[src/rtl/id_ex_stage.sv]
// ID/EX pipeline register sitting in front of the ALU.
// Captures decoded operands with EX/MEM/WB bypassing resolved at capture time.
// It also selects the immediate for operand b, and handles load-use bubbles,
// downstream stall and branch flush.
module id_ex_stage #(
    parameter int DW = 32,
    parameter int RW = 5
) (
    input  logic          clk,
    input  logic          rst,
    input  logic          id_valid,
    output logic          id_ready,
    input  logic [DW-1:0] id_pc,
    input  logic [DW-1:0] id_rs_val,
    input  logic [DW-1:0] id_rt_val,
    input  logic [DW-1:0] id_imm,
    input  logic [RW-1:0] id_rs,
    input  logic [RW-1:0] id_rt,
    input  logic [RW-1:0] id_rd,
    input  logic          id_uses_rs,
    input  logic          id_uses_rt,
    input  logic [3:0]    id_alu_func,
    input  logic [4:0]    id_shamt,
    input  logic          id_alu_src_imm,
    input  logic          id_mem_read,
    input  logic          id_mem_write,
    input  logic          id_reg_write,
    input  logic          ex_stall,
    input  logic          flush,
    input  logic [DW-1:0] ex_alu_y,
    input  logic          mem_fwd_en,
    input  logic [RW-1:0] mem_fwd_rd,
    input  logic [DW-1:0] mem_fwd_data,
    input  logic          wb_fwd_en,
    input  logic [RW-1:0] wb_fwd_rd,
    input  logic [DW-1:0] wb_fwd_data,
    output logic          ex_valid,
    output logic [DW-1:0] ex_a,
    output logic [DW-1:0] ex_b,
    output logic [3:0]    ex_func,
    output logic [4:0]    ex_shamt,
    output logic [DW-1:0] ex_store_data,
    output logic [RW-1:0] ex_rd,
    output logic [DW-1:0] ex_pc,
    output logic          ex_mem_read,
    output logic          ex_mem_write,
    output logic          ex_reg_write
);

    logic          r_valid;
    logic [DW-1:0] r_a;
    logic [DW-1:0] r_b;
    logic [3:0]    r_func;
    logic [4:0]    r_shamt;
    logic [DW-1:0] r_store_data;
    logic [RW-1:0] r_rd;
    logic [DW-1:0] r_pc;
    logic          r_mem_read;
    logic          r_mem_write;
    logic          r_reg_write;

    logic          w_ex_fwd_en;
    logic          w_load_use;
    logic          w_capture;
    logic [DW-1:0] w_fwd_rs;
    logic [DW-1:0] w_fwd_rt;

    // Bypass mux for one source operand: youngest producer wins, r0 never forwards.
    function automatic logic [DW-1:0] fwd_sel(
        input logic [RW-1:0] idx,
        input logic [DW-1:0] rf_val,
        input logic          ex_en,
        input logic [RW-1:0] ex_idx,
        input logic [DW-1:0] ex_data,
        input logic          mem_en,
        input logic [RW-1:0] mem_idx,
        input logic [DW-1:0] mem_data,
        input logic          wb_en,
        input logic [RW-1:0] wb_idx,
        input logic [DW-1:0] wb_data
    );
        logic [DW-1:0] v;
        v = rf_val;
        if (idx != '0) begin
            if (ex_en && ex_idx == idx)
                v = ex_data;
            else if (mem_en && mem_idx == idx)
                v = mem_data;
            else if (wb_en && wb_idx == idx)
                v = wb_data;
        end
        return v;
    endfunction

    // A load in EX has no data yet, so EX bypass is only legal for non-load writers.
    assign w_ex_fwd_en = r_valid & r_reg_write & ~r_mem_read;

    assign w_load_use = r_valid & r_mem_read & (r_rd != '0) & id_valid &
                        ((id_uses_rs & (id_rs == r_rd)) | (id_uses_rt & (id_rt == r_rd)));

    // A flush consumes (and discards) the decode instruction even while stalled.
    assign id_ready  = flush | (~ex_stall & ~w_load_use);
    assign w_capture = ~flush & ~ex_stall & ~w_load_use & id_valid;

    // Resolve both source operands against the in-flight producers.
    always_comb begin
        w_fwd_rs = fwd_sel(id_rs, id_rs_val, w_ex_fwd_en, r_rd, ex_alu_y,
                           mem_fwd_en, mem_fwd_rd, mem_fwd_data,
                           wb_fwd_en, wb_fwd_rd, wb_fwd_data);
        w_fwd_rt = fwd_sel(id_rt, id_rt_val, w_ex_fwd_en, r_rd, ex_alu_y,
                           mem_fwd_en, mem_fwd_rd, mem_fwd_data,
                           wb_fwd_en, wb_fwd_rd, wb_fwd_data);
    end

    // Stage register: flush > stall > load-use bubble > capture > idle bubble.
    always_ff @(posedge clk or posedge rst) begin
        if (rst) begin
            r_valid      <= 1'b0;
            r_a          <= '0;
            r_b          <= '0;
            r_func       <= '0;
            r_shamt      <= '0;
            r_store_data <= '0;
            r_rd         <= '0;
            r_pc         <= '0;
            r_mem_read   <= 1'b0;
            r_mem_write  <= 1'b0;
            r_reg_write  <= 1'b0;
        end else if (flush) begin
            r_valid     <= 1'b0;
            r_mem_read  <= 1'b0;
            r_mem_write <= 1'b0;
            r_reg_write <= 1'b0;
        end else if (!ex_stall) begin
            if (w_capture) begin
                r_valid      <= 1'b1;
                r_a          <= w_fwd_rs;
                r_b          <= id_alu_src_imm ? id_imm : w_fwd_rt;
                r_func       <= id_alu_func;
                r_shamt      <= id_shamt;
                r_store_data <= w_fwd_rt;
                r_rd         <= id_rd;
                r_pc         <= id_pc;
                r_mem_read   <= id_mem_read;
                r_mem_write  <= id_mem_write;
                r_reg_write  <= id_reg_write;
            end else begin
                r_valid     <= 1'b0;
                r_mem_read  <= 1'b0;
                r_mem_write <= 1'b0;
                r_reg_write <= 1'b0;
            end
        end
    end

    assign ex_valid      = r_valid;
    assign ex_a          = r_a;
    assign ex_b          = r_b;
    assign ex_func       = r_func;
    assign ex_shamt      = r_shamt;
    assign ex_store_data = r_store_data;
    assign ex_rd         = r_rd;
    assign ex_pc         = r_pc;
    assign ex_mem_read   = r_mem_read;
    assign ex_mem_write  = r_mem_write;
    assign ex_reg_write  = r_reg_write;

endmodule

[config.mk]
export PLATFORM = sky130hd
export DESIGN_NAME = id_ex_stage
export DESIGN_NICKNAME = d
export VERILOG_FILES = /design/src/rtl/id_ex_stage.sv
export SDC_FILE = /design/constraint.sdc
export NUM_CORES = 1
export LEC_CHECK = 0
export ABC_CLOCK_PERIOD_IN_PS = 10700
export CORE_MARGIN = 1.5
export CORE_UTILIZATION = 35
export DETAILED_ROUTE_END_ITERATION = 8
export PLACE_DENSITY = 0.67
export SYNTH_ARGS = -nofsm -noshare
export SYNTH_HDL_FRONTEND = slang
export SYNTH_SLANG_ARGS = --single-unit
export TNS_END_PERCENT = 20
[constraint.sdc]
create_clock -name clk -period 10.7 [get_ports clk]
set_clock_uncertainty 0.2 [all_clocks]
set_input_delay 2.14 -clock clk [delete_from_list [all_inputs] [get_ports clk]]
set_output_delay 2.14 -clock clk [all_outputs]
set_load 0.05 [all_outputs]
Word level (Yosys, flattened, before mapping)
Cells that the tools add are included.
{"block": "totals", "register_bits": 146, "input_bits": 271, "output_inout_bits": 147, "word_cells": 69}
{"block": "op_classes", "n_reduce_logical": 10, "bitwise": 18, "mux": 21, "eq_ne": 9}
{"op": "2-to-1 mux 32 bit", "n": 9}
{"op": "== test 5 bit", "n": 8}
{"op": "nonzero test 5 bit", "n": 3}
{"op": "AND 1 bit", "n": 12}
{"op": "2-to-1 mux 1 bit", "n": 12}
{"op": "logical AND 1 bit", "n": 6}
{"op": "NOT 1 bit", "n": 4}
{"op": "AND reduction 3 bit", "n": 1}
{"op": "!= test 2 x 1 -> 1 bit, second input constant", "n": 1}
{"op": "bitwise OR 1 bit", "n": 2}

Longest topological paths before layout
{"block": "logic_depth", "depth_word": 10, "depth_mapped": 9, "mapped_depth_nobuf": 6}

Least setup slack after synthesis
No wires, ideal clock.
{"block": "synth_timing", "path_type": "input-to-output", "start": "input port id_rt[2]", "end": "output port id_ready", "required_time_ns": 8.360, "arrival_ns": 3.301, "n_path_buf": 0, "stages": 5, "slack_ns": 5.059, "path_cell_list": "xor2_1 -> nor3_1 -> a31o_1 -> a21oi_1 -> or2_2"}
{"block": "synth_via", "elab_chain_len": 7}
{"item": "start: declaration", "line_no": "18", "text": "input logic [RW-1:0] id_rt,"}
{"item": "== test 5 bit", "line_no": "99", "text": "((id_uses_rs & (id_rs == r_rd)) | (id_uses_rt & (id_rt == r_rd)));"}
{"item": "AND 1 bit", "line_no": "99"}
{"item": "bitwise OR 1 bit", "line_no": "99"}
{"item": "AND 1 bit", "line_no": "98", "text": "assign w_load_use = r_valid & r_mem_read & (r_rd != '0) & id_valid &"}
{"item": "NOT 1 bit", "line_no": "102", "text": "assign id_ready = flush | (~ex_stall & ~w_load_use);"}
{"item": "AND 1 bit", "line_no": "102"}
{"item": "bitwise OR 1 bit", "line_no": "102"}
{"item": "end: declaration", "line_no": "12", "text": "output logic id_ready,"}
No other way between the ends.

Final worst setup path
Ends and elaborated chain as after synthesis.

==> reports/summary.txt <==
Max-slew violations: 0
CTS max path bufs: 2
Crit-path slowest cell: clkdlybuf4s50_1
Largest net degree at the start of global routing: 93
Final WL: 40,500 um
Xor and xnor area share after synthesis: 2.92%
Post-synth top flop: dfrtp_1
Clock root buffer: clkbuf_16
Drt via density: 5.55
Synthesized Nets: 1,413
Synth top area share: 40.7%
CTS tree: built
CP Buf/Inv Count: 2
Hold Crit Class: flop to flop
Post-Synth Simple-Gate Area: 23.2%
Grt met1 use: 37.5%
Final Net Count: 1,752
Async set-or-reset flop fraction in the synthesized netlist: 100%
Largest delay share family, worst path: buffers and inverters
I/O pin count: 418
Final setup vio count: 0
Post-synthesis mux area share: 0.125%
Full die area: 0.0266 sq mm
Post-synth EDFFs: 0
Post-DP HPWL: 27,200 um
Register Area: 0.00365 sq mm
Grt met3 use: 6.53%
Complex-gate fraction of the synthesized area: 28.0%
Slew headroom: 33.7%
Syn-to-layout area delta: 54.3%
Seq/Total Area, Yosys: 40.7%
WP data arrival: 4780 ps
Most Crowded Layer GR: met2
Residual DRC count: 0
H-tree lvl count: 4
Yosys top cell by area: dfrtp_1
DIE HEIGHT: 163 um
Final hold vios: 0
Critical-path cell list: clkdlybuf4s50_1 -> xor2_1 -> nor3_1 -> a31o_1 -> a21oi_1 -> or2_2 -> clkdlybuf4s50_1
Antenna Nets Post-Route: 0
Critical path fanouts, max: 4
Critical path launch point type: input pin
Final period util: 66.5%
Mapped Cells: 1,142
Util after Layout: 55.1%
Reg clk slew, reported paths: 60 ps
Slew @ Worst Pin: 995 ps
Post-CTS Setup Bufs: 0
Yosys warnings: 0
RePlAce Congestion: 0.883
Max_cap viols: 0
Fmax: 0.140 GHz
Starting Density: 35.7%
First-pass GRT wire length: 61,000 um
Vias in the first global route: 10,300
Max incr delay on CP: 720 ps
TNS Setup: 0 ps
Antenna violations before repair: 6
Multi-input logic area: 0.00494 sq mm
Number of CTS-inserted buffers: 17
Avg Cell Area, Syn: 7.87 sq um
Worst skew pair latency: 430 ps
Final min period: 7120 ps
GR Overflow Total: 0
P per Cell Area: 159 mW/mm^2
Leak pwr: 5.64 nW
Clock sinks: 146
Most used cell, CP: clkdlybuf4s50_1
Synth Area in Adders: 0%
Largest family of logic cells by synthesized area: compound AO/OA/AOI/OAI gates
Tot GR Track Use: 30.3%
Met2 Usage GRT: 50.3%
Status: finished clean
Maximum vdd drop: 94.6 uV
Initial DRC Count: 794
Fill cells: 2,373
Worst Setup End Kind: output port
DR vias: 10,200
Row count: 58
Largest cells by area after synthesis: dfrtp_1 41%, nand2_1 11%, o21ai_0 5.0%, o21ai_1 3.7%, clkbuf_1 3.6%
Core Footprint: 0.0252 sq mm
Port Buf Inserts: 417
Unique cell type count in the Yosys netlist: 44
Die width: 163 um
Seq cells post-synth: 146
WS Path Type: input pin to output port
Worst path required time: 8360 ps
Syn Std Cell Area: 0.00899 sq mm
RSZ-0062 raised after global routing: false
Post_cts resized: 0
First-pass detailed-route iteration total: 5
Average routed wire per standard cell: 22.2 um
Layout cell share with drive strength beyond 1: 4.15%
Hold-fix buffers, CTS: 0
[report_power, final]
group	internal (mW)	leakage, nW	switching (mW)
Clock	0.366	0.286	0.254
Combinational	0.324	3.53	0.561
Sequential	0.645	1.83	0.0603
Total	1.34	5.64	0.875
[worst paths after layout]
kind	end	start	cells after the start	slack, ps
setup / recovery	id_ready	id_rt[2]	7	3580
hold / removal	ex_pc[15]	ex_pc[15]	2	270
setup reg to reg	ex_store_data[14]	ex_rd[3]	6	7030
hold reg to reg	ex_pc[15]	ex_pc[15]	2	270
max in group asynchronous	ex_pc[24]	rst	3	6910
min in group asynchronous	ex_shamt[2]	rst	2	2010
[placed cells by master, fill, tap and decap left out, types with 32 or more instances in the layout]
| cell type | netlist | routed |
|---|---|---|
| nor3_1 | 34 | 34 |
| a211oi_1 | 32 | 32 |
| nor2_1 | 38 | 37 |
| clkdlybuf4s50_1 | 0 | 415 |
| a21oi_1 | 36 | 36 |
| nand2_1 | 270 | 269 |
| nand3_1 | 34 | 34 |
| o31a_1 | 32 | 32 |
| dfrtp_1 | 146 | 146 |
| o21ai_1 | 67 | 67 |
| o21ai_0 | 90 | 90 |
[state kept, by name, summed over array words and instances (netlist names)]
register / cells
ex_mem_write: 1
ex_b: 32
ex_pc: 32
ex_func: 4
ex_valid: 1
ex_mem_read: 1
ex_reg_write: 1
ex_store_data: 32
ex_rd: 5
ex_shamt: 5
ex_a: 32
[final cells by class]
cell class | count | area share [%]
inverters | 1 | 0.0631
repair buffers | 429 | 30.7
diodes | 6 | 0.108
flip-flops and latches | 146 | 26.3
clock buffers | 18 | 3.09
well taps | 330 | 2.98
multi-input cells | 886 | 35.6
clock inverters | 13 | 1.15
[cell usage after synthesis, drive strengths merged (3+ instances only)]
cell type  count
a211oi        33
a21o          31
a21oi         36
a22o           3
a31oi         31
and2           5
and3           3
buf           24
clkbuf        85
dfrtp        146
nand2        270
nand2b         3
nand3         35
nand4          3
nor2          38
nor3          34
nor3b         32
o211ai        31
o21ai        157
o22a          31
o22ai          3
o31a          32
or2            4
or3           31
xnor2         22
xor2           8
[worst register-to-register path, stage by stage, from the launching register on]
cell     delay, ps
dfrtp_1        500
xor2_1         220
nor3_1         390
a31o_1         330
a211o_4        680
buf_4          890
o21ai_0        310
[cell families (layout without fill, tap and decap cells)]
family	Yosys count	after routing
other	0	6
multiplexers	1	1
buffers and inverters	110	461
AND/OR/NAND/NOR	463	463
flip-flops	146	146
XOR/XNOR	30	30
AO/OA/AOI/OAI	392	392
[metrics by stage]
stage               instance area, sq um  setup slack, ps  hold slack (ps)  power (mW)  instances
CTS                                13900             3570              275        2.22       1823
global route                       13900             3460              288        2.30       1827
detailed placement                 13300             3570              261        1.60       1792
global placement                   13300             3580              256        1.59       1792
finish                             13900             3580              270        2.21       1829
floorplan                           8990             4440              541        1.21       1142
[per-layer routing]
metal | vias up | wire length [um]
li1 | 4749 | -
met1 | 4804 | 16100
met2 | 528 | 19500
met3 | 75 | 3580
met4 | 0 | 1340
met5 | - | 0
Note: power is estimated with default switching activity, not from simulation.
==> patch 1, RTL diff (same settings) <==
`RW`: 5 -> 6.
--- a/src/rtl/id_ex_stage.sv
+++ b/src/rtl/id_ex_stage.sv
@@ -4,7 +4,7 @@
 // downstream stall and branch flush.
 module id_ex_stage #(
     parameter int DW = 32,
-    parameter int RW = 5
+    parameter int RW = 6
 ) (
     input  logic          clk,
     input  logic          rst,
Ports: changed (6 resized); port bits go from 418 to 424. The function was not compared with the original's and may differ.
==> patch 1 against the original RTL <==
Die area fell by 1.5%. Design area grew 0.14%. Wire length hardly changed. Non-clock buffer count increased by 11. Synthesized area down 1.5%. Critical path depth shrank 1. Combinational power grew 2%. Power increased by 3.3%. First-iteration DRC count is 15% higher. Worst setup slack better by 56 ps. Final cell count shrank 6.0%. Sequential cell count up 1. Critical path type unchanged. Largest power group unchanged.
==> patch 1: results (changes against the original RTL) <==
INFO  metric status = finished clean
INFO  metric met2WireLength = 19300 um (-1.3%)
INFO  metric total_nets_final = 1648 (-5.9%)
INFO  metric antenna_found_initial = 4 (-2)
INFO  metric finalWeightedCongestion = 0.864 (-2.1%)
INFO  metric tightestPinTransition = 1090 ps (+96.7 ps)
INFO  metric synthesis.nets = 1287 (-8.9%)
INFO  metric timing.hold.worst.start = ex_func[0]
INFO  metric worst_hold_path.endpoint = ex_func[0]
INFO  metric grt.met1_usage = 38.3% (+0.82 points)
INFO  metric post_route_cells_drive_above_1_share = 6.86% (+2.7 points)
INFO  metric first_pass_grt_wire_length = 60800 um (-0.41%)
INFO  metric synth_largest_type_area_fraction = 41.5% (+0.89 points)
INFO  metric dp.cells = 1683 (-6.1%)
INFO  metric detailed_place_hpwl = 27400 um (+0.64%)
INFO  metric p_int = 1.39 mW (+4.2%)
INFO  metric synth_seq_area_share = 41.5% (+0.89 points)
INFO  metric grt_util_met3 = 8.40% (+1.9 points)
INFO  metric synth_cells = 1011 (-11%)
INFO  metric groute.usage.overall = 30.5% (+0.20 points)
INFO  metric routed_via_density = 5.82 (+4.8%)
INFO  metric maximum_number_of_pins_on_one_net_before_global_route_repair = 87 (-6.5%)
INFO  metric place.port_buffers = 423 (+1.4%)
INFO  metric startpoint = id_rt[0]
INFO  metric worst_flop_to_flop_path_endpoint = ex_store_data[8]
INFO  metric reg2reg_slack = 7230 ps (+200 ps)
INFO  metric post_dp_cell_area = 13300 um^2 (-0.11%)
INFO  metric totalWireLength = 40500 um (about the same)
INFO  metric critical_path.reg2reg.startpoint = ex_rd[2]
INFO  metric pre_cts_slack = 3650 ps (+81.7 ps)
INFO  metric global_route.usage.met2 = 50.7% (+0.41 points)
INFO  metric grt_pass1_vias = 9997 (-3.3%)
INFO  metric hold-worst-slack = 278 ps (+7.69 ps)
INFO  metric arrival = 4720 ps (-60 ps)
INFO  metric timing.fmax = 142 MHz (+0.79%)
INFO  metric routedLengthMet1 = 16300 um (+1.1%)
## patch 1: layout make-up
class,instances,area (um^2)
timing repair buffer,440,4360
fill,2273,11100
multi-input combinational,763,4780
inverter,3,16.3
clock inverter,13,195
clock buffer,19,433
sequential,147,3680
antenna,4,10.0
tap,330,413
## patch 1: power groups by stage
| stage | clock, mW | sequential, mW | combinational, mW |
|---|---|---|---|
| floorplan | 0 | 1.06 | 0.176 |
| global placement | 0 | 0.719 | 0.895 |
| detailed placement | 0 | 0.722 | 0.899 |
| CTS | 0.679 | 0.713 | 0.902 |
| global route | 0.704 | 0.724 | 0.940 |
| finish | 0.670 | 0.713 | 0.901 |
## patch 1: logic make-up (layout without fill, tap and decap cells)
kind of cell	count (synthesis)	in the layout	synth area share [%]
buf+inv	101	475	5.24
compound gates	313	313	26.5
xor+xnor	36	36	3.56
mux	31	31	3.94
other cells	0	4	0
flops	147	147	41.5
simple gates	383	383	19.2
==> patch 2, RTL diff (same settings) <==
Made on the original files. Make the reset (`rst`) synchronous in one clocked block.
--- a/src/rtl/id_ex_stage.sv
+++ b/src/rtl/id_ex_stage.sv
@@ -113,7 +113,7 @@
     end
 
     // Stage register: flush > stall > load-use bubble > capture > idle bubble.
-    always_ff @(posedge clk or posedge rst) begin
+    always_ff @(posedge clk) begin
         if (rst) begin
             r_valid      <= 1'b0;
             r_a          <= '0;
Formal check against the unedited RTL: not equivalent (a bounded check fails within 4 cycles, from zero or initial values and one cycle with rst high; the reset may be asserted at any time).
==> patch 2 against the original RTL <==
The run now ends with DRC left. First-iteration DRC count rose by 30%. Synthesized area is 2.0% lower. Worst setup slack lost 670 ps. Wire length increased by 3.0%. Sequential cell count unchanged. Design area shrank 1.8%. Critical path type unchanged. Critical endpoint unchanged.
Power is not compared: it rests on default switching activity, and its combinational part moved more than twofold at a synthesized area within 25%.
==> patch 2: results (changes against the original RTL) <==
INFO  metric status = finished with violations
INFO  metric failed_checks = DRC
INFO  metric detailedRoute.firstIterationViolations = 1035 (+30%)
INFO  metric finalWeightedCongestion = 0.912 (+3.3%)
INFO  metric clkLatencyLatePin = 430 ps (about the same)
INFO  metric fill_cells = 2267 (-4.5%)
INFO  metric max-clock-path-buffers = 2 (unchanged)
INFO  metric groute.usage.overall = 31.2% (+0.85 points)
INFO  metric timing.hold.worst.start = ex_pc[10]
INFO  metric first_pass_grt_wire_length = 63300 um (+3.8%)
INFO  metric critical_path.reg2reg.startpoint = ex_rd[4]
INFO  metric synth_cell_types = 38 (-14%)
INFO  metric post_route_cells_drive_above_1_share = 7.05% (+2.9 points)
INFO  metric synth_largest_type_area_fraction = 33.2% (-7.5 points)
INFO  metric maximum_number_of_pins_on_one_net_before_global_route_repair = 86 (-7.5%)
INFO  metric synth_seq_area_share = 33.2% (-7.5 points)
INFO  metric total_nets_final = 1776 (+1.4%)
INFO  metric antenna_found_initial = 4 (-2)
INFO  metric worst_flop_to_flop_path_endpoint = ex_store_data[29]
INFO  metric worst-r2r-cell-count = 7 (+1)
INFO  metric worstPathMaxFanout = 22 (+18)
INFO  metric slew_headroom = 25.3% (-8.3 points)
INFO  metric post-route-drc-count = 1 (+1)
INFO  metric worst_hold_path.endpoint = ex_pc[10]
INFO  metric reg2reg_slack = 6260 ps (-770 ps)
INFO  metric synthesis.nets = 1449 (+2.5%)
INFO  metric arrival = 5450 ps (+670 ps)
INFO  metric total_die_area = 26100 um^2 (-1.9%)
INFO  metric netlist_top_cells_count = sky130_fd_sc_hd__dfxtp_1 (146), sky130_fd_sc_hd__nand2_1 (140), sky130_fd_sc_hd__nor2_1 (131)
INFO  metric drt-pass1-iter-count = 9 (+4)
INFO  metric totalWireLength = 41700 um (+3.0%)
patch 2: critical path: cells and delay by family:
kind / cells / cell delay (ps)
xor+xnor: 1 / 180
simple gates: 2 / 1240
buf+inv: 2 / 1350
compound gates: 2 / 520
patch 2: cell type report:
class,count,area [um^2],area share [%]
Clock inverter,14,145,1.07
Sequential cell,146,2920,21.5
Inverter,12,45.0,0.331
Antenna cell,2,5.00,0.0368
Multi-Input combinational cell,890,5330,39.2
Tap cell,324,405,2.98
Clock buffer,18,429,3.15
Timing Repair Buffer,438,4330,31.8
patch 2: worst max path at each step:
stage | start | to | slack (ps) | cells past startpoint
2_1_floorplan | id_rt[3] | id_ready | 5010 | 6
3_3_place_gp | id_rt[0] | id_ready | 2950 | 7
3_5_place_dp | id_rt[0] | id_ready | 2950 | 7
4_1_cts | id_rt[0] | id_ready | 2940 | 7
5_1_grt | id_rt[0] | id_ready | 2790 | 7
6_report | id_rt[0] | id_ready | 2910 | 7
patch 2: power groups by stage:
stage                     sequential, mW  clock [mW]  combinational (mW)
after global placement             0.592           0               0.424
after CTS                          0.581       0.619               0.428
final                              0.581       0.607               0.430
after floorplan                    0.672           0               0.136
after detailed placement           0.593           0               0.425
after global routing               0.583       0.639               0.451
patch 2: routing by layer:
layer | up-vias | share of wire, % | track usage [%]
li1 | 4974 | - | -
met1 | 5121 | 39 | 37.2
met2 | 682 | 47 | 52.1
met3 | 110 | 9.7 | 8.73
met4 | 2 | 4.4 | 14.0
met5 | - | 0.022 | 0
patch 2: logic make-up after synthesis:
family | after synthesis | share of synthesized area (%)
simple gates | 503 | 26.4
buf+inv | 142 | 7.13
compound gates | 357 | 30.4
flops | 146 | 33.2
xor+xnor | 30 | 2.98
patch 2: stage by stage:
step           setup slack, ps  hold WS, ps  cell area (um^2)  std cells
2_1_floorplan             5010          472              8810       1178
3_3_place_gp              2950          241             13000       1810
3_5_place_dp              2950          247             13000       1810
4_1_cts                   2940          255             13600       1842
5_1_grt                   2790          272             13600       1844
6_report                  2910          253             13600       1844
